==> config.mk <==
export PLATFORM = sky130hd
export DESIGN_NAME = loader_controller
export DESIGN_NICKNAME = d
export VERILOG_FILES = /design/src/rtl/loader_controller.sv
export SDC_FILE = /design/constraint.sdc
export NUM_CORES = 1
export LEC_CHECK = 0
export ABC_AREA = 1
export CORE_MARGIN = 10
export CORE_UTILIZATION = 47
export CTS_CLUSTER_DIAMETER = 80
export DETAILED_ROUTE_END_ITERATION = 7
export GPL_ROUTABILITY_DRIVEN = 0
export HOLD_SLACK_MARGIN = 0.08
export PLACE_DENSITY = 0.86
export SYNTH_ARGS = -nofsm -noshare
export SYNTH_HDL_FRONTEND = slang
export SYNTH_SLANG_ARGS = --single-unit
==> constraint.sdc <==
create_clock -name CLK -period 2.49 [get_ports CLK]
set_input_delay 0.498 -clock CLK [delete_from_list [all_inputs] [get_ports CLK]]
set_output_delay 0.498 -clock CLK [all_outputs]
set_load 0.05 [all_outputs]
==> src/rtl/loader_controller.sv <==
// Loader controller: debounces-free synchronised load switches, big-endian UART
// byte assembly into 32-bit instruction words, and CPU run/hold gating.
module loader_controller #(
  parameter int INST_MEM_WIDTH = 2
) (
  input  logic                      CLK,
  input  logic                      reset,
  input  logic                      load_start,
  input  logic                      load_end,
  input  logic [7:0]                rx_data,
  input  logic                      rx_valid,
  output logic                      imem_we,
  output logic [INST_MEM_WIDTH-1:0] imem_addr,
  output logic [31:0]               imem_wdata,
  output logic                      cpu_run,
  output logic                      cpu_hold,
  output logic [INST_MEM_WIDTH:0]   word_count,
  output logic                      overflow,
  output logic                      partial
);

  localparam int CW = INST_MEM_WIDTH + 1;
  localparam logic [CW-1:0] DEPTH  = {1'b1, {INST_MEM_WIDTH{1'b0}}};
  localparam logic [CW-1:0] WC_ONE = {{INST_MEM_WIDTH{1'b0}}, 1'b1};

  typedef enum logic [1:0] {IDLE, LOAD, RUN} state_e;

  // Bits [1:0] are the synchroniser, bit [2] holds the previous synchronised level.
  logic [2:0] start_sync_q, end_sync_q;
  logic       start_arm_q, end_arm_q;
  logic       start_pulse_q, end_pulse_q;
  logic [1:0] warm_q;

  // A switch arms only after it has been seen released once reset is over, so
  // a switch held through reset release never produces a press.
  always_ff @(posedge CLK or posedge reset) begin
    if (reset) begin
      start_sync_q  <= '0;
      end_sync_q    <= '0;
      start_arm_q   <= 1'b0;
      end_arm_q     <= 1'b0;
      start_pulse_q <= 1'b0;
      end_pulse_q   <= 1'b0;
      warm_q        <= '0;
    end else begin
      // NOTE: non-blocking assignments keep every flop sampling pre-edge values,
      // which is what makes this shift chain a chain and not a single wire.
      start_sync_q  <= {start_sync_q[1:0], load_start};
      end_sync_q    <= {end_sync_q[1:0], load_end};
      if (!warm_q[1]) warm_q <= warm_q + 2'd1;
      start_arm_q   <= start_arm_q | (warm_q[1] & ~start_sync_q[1]);
      end_arm_q     <= end_arm_q | (warm_q[1] & ~end_sync_q[1]);
      start_pulse_q <= start_arm_q & start_sync_q[1] & ~start_sync_q[2];
      end_pulse_q   <= end_arm_q & end_sync_q[1] & ~end_sync_q[2];
    end
  end

  state_e                    state_q, state_d;
  logic [1:0]                byte_cnt_q, byte_cnt_d;
  logic [23:0]               asm_q, asm_d;
  logic                      we_q, we_d;
  logic [INST_MEM_WIDTH-1:0] addr_q, addr_d;
  logic [31:0]               wdata_q, wdata_d;
  logic [CW-1:0]             wc_q, wc_d;
  logic                      ovf_q, ovf_d;
  logic                      part_q, part_d;
  logic                      end_pend_q, end_pend_d;

  always_ff @(posedge CLK or posedge reset) begin
    if (reset) begin
      state_q    <= IDLE;
      byte_cnt_q <= '0;
      asm_q      <= '0;
      we_q       <= 1'b0;
      addr_q     <= '0;
      wdata_q    <= '0;
      wc_q       <= '0;
      ovf_q      <= 1'b0;
      part_q     <= 1'b0;
      end_pend_q <= 1'b0;
    end else begin
      state_q    <= state_d;
      byte_cnt_q <= byte_cnt_d;
      asm_q      <= asm_d;
      we_q       <= we_d;
      addr_q     <= addr_d;
      wdata_q    <= wdata_d;
      wc_q       <= wc_d;
      ovf_q      <= ovf_d;
      part_q     <= part_d;
      end_pend_q <= end_pend_d;
    end
  end

  always_comb begin
    // NOTE: every signal gets a default before any branch so no path leaves
    // one unassigned, which would infer a latch.
    state_d    = state_q;
    byte_cnt_d = byte_cnt_q;
    asm_d      = asm_q;
    we_d       = 1'b0;
    addr_d     = addr_q;
    wdata_d    = wdata_q;
    wc_d       = we_q ? wc_q + WC_ONE : wc_q;
    ovf_d      = ovf_q;
    part_d     = part_q;
    end_pend_d = 1'b0;

    if (start_pulse_q) begin
      state_d    = LOAD;
      byte_cnt_d = '0;
      wc_d       = '0;
      ovf_d      = 1'b0;
      part_d     = 1'b0;
    end else begin
      unique case (state_q)
        LOAD: begin
          if (end_pend_q) begin
            state_d = RUN;
          end else begin
            if (rx_valid) begin
              asm_d = {asm_q[15:0], rx_data};
              if (byte_cnt_q == 2'd3) begin
                byte_cnt_d = '0;
                if (wc_q == DEPTH) begin
                  ovf_d = 1'b1;
                end else begin
                  we_d    = 1'b1;
                  addr_d  = wc_q[INST_MEM_WIDTH-1:0];
                  wdata_d = {asm_q, rx_data};
                end
              end else begin
                byte_cnt_d = byte_cnt_q + 2'd1;
              end
            end
            // A word completing with the end press is written before RUN starts.
            if (end_pulse_q) begin
              if (rx_valid && byte_cnt_q == 2'd3) begin
                end_pend_d = 1'b1;
              end else begin
                state_d    = RUN;
                byte_cnt_d = '0;
                if (rx_valid || byte_cnt_q != 2'd0) part_d = 1'b1;
              end
            end
          end
        end
        default: ;
      endcase
    end
  end

  assign imem_we    = we_q;
  assign imem_addr  = addr_q;
  assign imem_wdata = wdata_q;
  assign cpu_run    = (state_q == RUN);
  assign cpu_hold   = ~cpu_run;
  assign word_count = wc_q;
  assign overflow   = ovf_q;
  assign partial    = part_q;

endmodule

# Word-level counts from Yosys, hierarchy flattened
# Cells that the tools add are included.
[word_totals]
reg_bits = 81
latch_bits = 0
ram_bits = 0
mem_bits_ro = 0
inputBits = 13
wordCells = 99
mem_count = 0
[classes]
add_sub_neg = 3
multipliers = 0
div = 0
n_lt_le_gt_ge = 0
n_eq_ne = 7
n_shift = 0
n_mux = 38
bitwise_logic = 16
n_reduce_logical = 17
[op_table]
columns = ["op", "n"]
rows = [
  ["2-to-1 mux 2 bit", 13],
  ["2-to-1 mux 1 bit", 23],
  ["nonzero test 2 bit", 8],
  ["AND reduction 5 bit", 2],
  ["inverter 1 bit", 8],
  ["AND 1 bit", 6],
  ["2-to-1 mux 3 bit", 2],
  ["AND reduction 6 bit", 1],
  ["adder 2 x 1 -> 2 bit, second input constant", 2],
  ["== test 2 bit, second input constant", 2],
  ["inequality test 2 bit, second input constant", 2],
  ["AND reduction 4 bit", 1],
  ["adder 3 x 1 -> 3 bit, second input constant", 1],
  ["== test 3 bit, second input constant", 1],
  ["inequality test 3 bit, second input constant", 1],
  ["AND reduction 3 bit", 1],
  ["nonzero test 3 bit", 1],
  ["== test 2 x 1 -> 1 bit, second input constant", 1],
  ["OR 1 bit", 2],
  ["AND reduction 2 bit", 1],
  ["logical AND 1 bit", 1],
  ["logical OR 1 bit", 1],
]

# Logic depth before layout (Yosys ltp)
# Gate-level depths: netlist of the first run.
[depth]
word_depth = 8
ltp_mapped = 8
depth_no_buf = 8

# Least setup slack after synthesis of the first run
# No wires, ideal clock.
[synth_timing]
kind = "register -> output"
startpoint = "register state_q[0]"
endpoint = "output cpu_hold"
t_arrival_ns = 1.539
setup_slack_ns = 0.453
path_stages_with_launch = 3
path_cell_list = "dfrtp_1 > nor2_1 > inv_1"
[synth_between]
elab_chain_cells = 2
[synth_lines]
columns = ["element", "line_no", "source"]
rows = [
  ["from (decl)", "58", "state_e state_q, state_d;"],
  ["from (signal assigned)", "82", "state_q <= state_d;"],
  ["== test 2 bit", "156", "assign cpu_run = (state_q == RUN);"],
  ["via cpu_run", "15", "output logic cpu_run,"],
  ["inverter 1 bit", "157", "assign cpu_hold = ~cpu_run;"],
  ["to (decl)", "16", "output logic cpu_hold,"],
]
# The timed path passes the listed nets, and every way through them passes these cells.

# Worst setup path in the final report of the first run
[layout_timing]
startpoint = "register state_q[0]"
endpoint = "output cpu_run"
[layout_between]
elab_chain_cells = 1
[layout_lines]
columns = ["element", "line_no"]
rows = [
  ["== test 2 bit", "156"],
  ["to (decl)", "15"],
]
# No other way between the ends.

==> results summary, run 1 <==
The flow ran to the end, and the final reports show no timing, DRC or antenna violations. The net switching power came out at around 2.1 mW. The highest net fanout along the worst path came out at 3. After layout, the worst setup slack is between 0.2 and 0.3 ns. TritonCTS built the clock tree. The number of setup buffers added after CTS is 0. The startpoint identified for the worst register-to-register timing path is word_count[0]$_DFFE_PP0P_. The tightest slew margin relative to the limit came out at approximately 64%. The number of violations reported at the end of detailed-routing iteration 0 is around 110. The post-route netlist has 14.9% of its cells at a drive strength greater than 1. The gate count after technology mapping is between 300 and 400. The routed via count came out at ~2,200. The post-DP HPWL came out at 4570 µm. The synthesized design contains between 80 and 90 register bits. The maximum achievable frequency came out at roughly 0.45 GHz. Entering global routing, the biggest net connects between 80 and 90 pins. The total internal power is ~2.8 mW. STA classifies the critical path endpoint as an output pin.

The area fraction of the dominant cell type after synthesis is around 62%. The clock arrives with 0.00868 ns of skew. The critical path data arrival time came out at ~1.7 ns. In this run, the combinational gates consume 43.1% of the power. The clock network fraction of total power is approximately 17%.

The minimum setup slack after placement came out at between 0.2 and 0.3 ns. The maximum VDD drop is ~680 µV. The measured slew at the worst slew-check pin came out at 0.537 ns. The quantity of hold-fixing buffers added after cts came out at 0. The largest total area in the synthesized netlist belongs to sky130_fd_sc_hd__dfrtp_1.

Of the synthesized area, sequential elements account for ~62%. The total of warnings raised by yosys came out at 0. The worst path needs ~2.2 ns of the cycle, external delays included. The number of buffers created by CTS came out at 9.

The global-route usage over all layers came out at 12.8%. The placeable core region is around 6800 µm². The total global routing overflow is 0.

The share of total power in sequential cells is 40.4%. The library cell used most frequently in the layout, excluding fill and tap cells, is sky130_fd_sc_hd__nand2_1. Dividing the detail-routed wire length by the instance count gives 13.6 µm. By area the synthesized netlist is led by sky130_fd_sc_hd__dfrtp_1, sky130_fd_sc_hd__nand2_1, sky130_fd_sc_hd__o21ai_2. The hold violation total from the final report is 0. Leaving out fill and tap cells, the most frequent cells in the layout are sky130_fd_sc_hd__nand2_1, sky130_fd_sc_hd__dfrtp_1, sky130_fd_sc_hd__clkdlybuf4s50_1. The number of sinks driven by the clock tree came out at 81.

The category of the most critical setup path is reg2out. Pin placement for this block handled 55 I/O pins. The number of global-route vias before repair is about 2,300. Setup repair after global routing left no endpoint under its margin. The total power density per cell area is about 1200 nW/µm².

Summed over all cells, the static leakage comes to approximately 1.9 nW. The initial antenna violation count is 0. The switching power as a share of total power came out at a little over two fifths. The fraction of the cycle the final worst path needs came out at ~90%. The most frequently used flop master after synthesis is sky130_fd_sc_hd__dfrtp_1. Buffers placed on the I/O ports in this run total between 50 and 60.

The die is 103 µm wide. The layout net count came out at just under 400. The sum of routed wire length over all layers is 6230 µm.

The depth of the CTS H-tree is 3. Gates resized during post-CTS repair numbered 0. After floorplanning, the core was divided into 30 placement rows. The buffer type at the clock tree root is sky130_fd_sc_hd__clkbuf_8. The worst min-delay path class is reg2reg.

The startpoint kind of the worst setup timing path is a register. The clock transition at the registers of the reported paths came out at 0.07 ns. In this run, distinct cell masters in the synthesized netlist total 22. The synthesized netlist net count came out at about 330. The worst hold path begins at end_sync_q[0]$_DFF_PP0_. The register-to-register setup slack came out at 0.66 ns. After synthesis, the mean cell area works out to just over 10 µm². The count of pins over their slew limit came out at 0.

The mapped netlist covers between 3000 and 4000 µm². STA puts the critical path data required time at around 2 ns. The floorplan step defined a die boundary enclosing approximately 11,000 µm². The number of buffers between clock root and the deepest sink is 2. The first global-routing pass estimated between 10,000 and 15,000 µm of wire. Max-cap violations in this run came to 0. The launching element of the worst setup path is state_q[0]$_DFFE_PP0P_. The post-detailed-route via-to-cell ratio came out at 4.85. The latest clock arrival within the worst-skew pair came out at between 0.3 and 0.4 ns. The diode insertion count for antenna repair is 0. Setup violations remaining at the end of the flow were counted as 0. The proportion of synthesized flip-flops having asynchronous set or reset is between 90% and 100%.

The number of enable-type register cells in the synthesized netlist is 0. The height of the chip is around 100 µm. The initial utilization of the core area, before any placement, comes to about half. The area growth from synthesis to layout is 23.4%. The first TritonRoute pass finished after 6 iterations. The post-detailed-route count of antenna-violating nets is 0. In the routed design, unresolved DRC markers number 0. Setup total negative slack on the finished layout was measured at 0 ns.
final timing paths:
kind,to,depth (start not counted)
setup / recovery,cpu_run,2
hold / removal,end_sync_q[1]$_DFF_PP0_,0
setup reg to reg,imem_wdata[27]$_DFFE_PP0P_,8
hold reg to reg,end_sync_q[1]$_DFF_PP0_,0
max in group asynchronous,asm_q[11]$_DFFE_PP0P_,3
min in group asynchronous,start_sync_q[0]$_DFF_PP0_,3
state kept, by name, indices dropped and copies added, names as in the netlist, 2 cells and up:
signal and cells:
asm_q 24, start_sync_q 3, warm_q 2, state_q 2, imem_wdata 32, imem_addr 2, byte_cnt_q 2, word_count 3
end_sync_q 3
logic make-up (layout without fill, tap and decap cells):
family                     count (synthesis)  count (layout)  share of synthesized area [%]
buffers and inverters                     51             114                           8.00
DFF                                       81              81                           62.3
adders and majority gates                  4               4                           1.54
and+or+nand+nor                          116             116                           15.2
AOI/OAI and AO/OA                         62              62                           12.9
metrics by stage:
step | std cells | util, % | hold slack, ns | total power, mW | cell area, µm²
after floorplan | 314 | - | 0.331 | 3.47 | 3260
after global placement | 442 | 57.0 | 0.336 | 4.11 | 3850
after detailed placement | 442 | 57.0 | 0.336 | 4.17 | 3850
after CTS | 457 | 59.4 | 0.354 | 4.99 | 4010
after global routing | 457 | 59.4 | 0.360 | 5.26 | 4010
final | 457 | 59.4 | 0.352 | 4.93 | 4010
synthesized netlist by cell type, types with 2 or more instances:
library cell	number
sky130_fd_sc_hd__a21oi_1	6
sky130_fd_sc_hd__buf_6	9
sky130_fd_sc_hd__dfrtp_1	81
sky130_fd_sc_hd__ha_1	4
sky130_fd_sc_hd__inv_1	39
sky130_fd_sc_hd__nand2_1	92
sky130_fd_sc_hd__nand2_2	2
sky130_fd_sc_hd__nand3_1	5
sky130_fd_sc_hd__nor2_1	9
sky130_fd_sc_hd__nor2_4	2
sky130_fd_sc_hd__o21ai_0	8
sky130_fd_sc_hd__o21ai_1	18
sky130_fd_sc_hd__o21ai_2	28
sky130_fd_sc_hd__o21bai_1	2
sky130_fd_sc_hd__or2_2	2
per-layer routing:
layer	vias up	track usage, %	wire (µm)
li1	1101	-	-
met1	1058	16.1	2850
met2	48	19.2	2850
met3	10	4.85	414
met4	0	5.88	108
met5	-	0	0
power by group through the flow:
stage                     logic, mW  registers (mW)  clock network (mW)
after floorplan               0.720            2.75                   0
after global placement         2.10            2.01                   0
after detailed placement       2.15            2.02                   0
after CTS                      2.16            2.00               0.839
after global routing           2.30            2.06               0.896
final                          2.12            1.99               0.815
layout make-up:
type,instances,area [µm²]
clock buffers,12,145
repair buffers,59,603
fillers,595,2750
clock inverters,3,17.5
multi-input cells,182,965
flip-flops and latches,81,2030
inverters,40,154
well taps,80,100
critical path, cell delays in order (launching register included):
cell and delay [ns]:
sky130_fd_sc_hd__dfrtp_1 0.41, sky130_fd_sc_hd__nor2_1 0.16, sky130_fd_sc_hd__clkdlybuf4s50_1 0.83
Power figures use the tool's default switching activity.
==> run 2: changes to the inputs <==
HOLD_SLACK_MARGIN = default   (was 0.08)
==> results of run 2 <==
No change in the layout: final DEF, timing and power equal those of run 1.
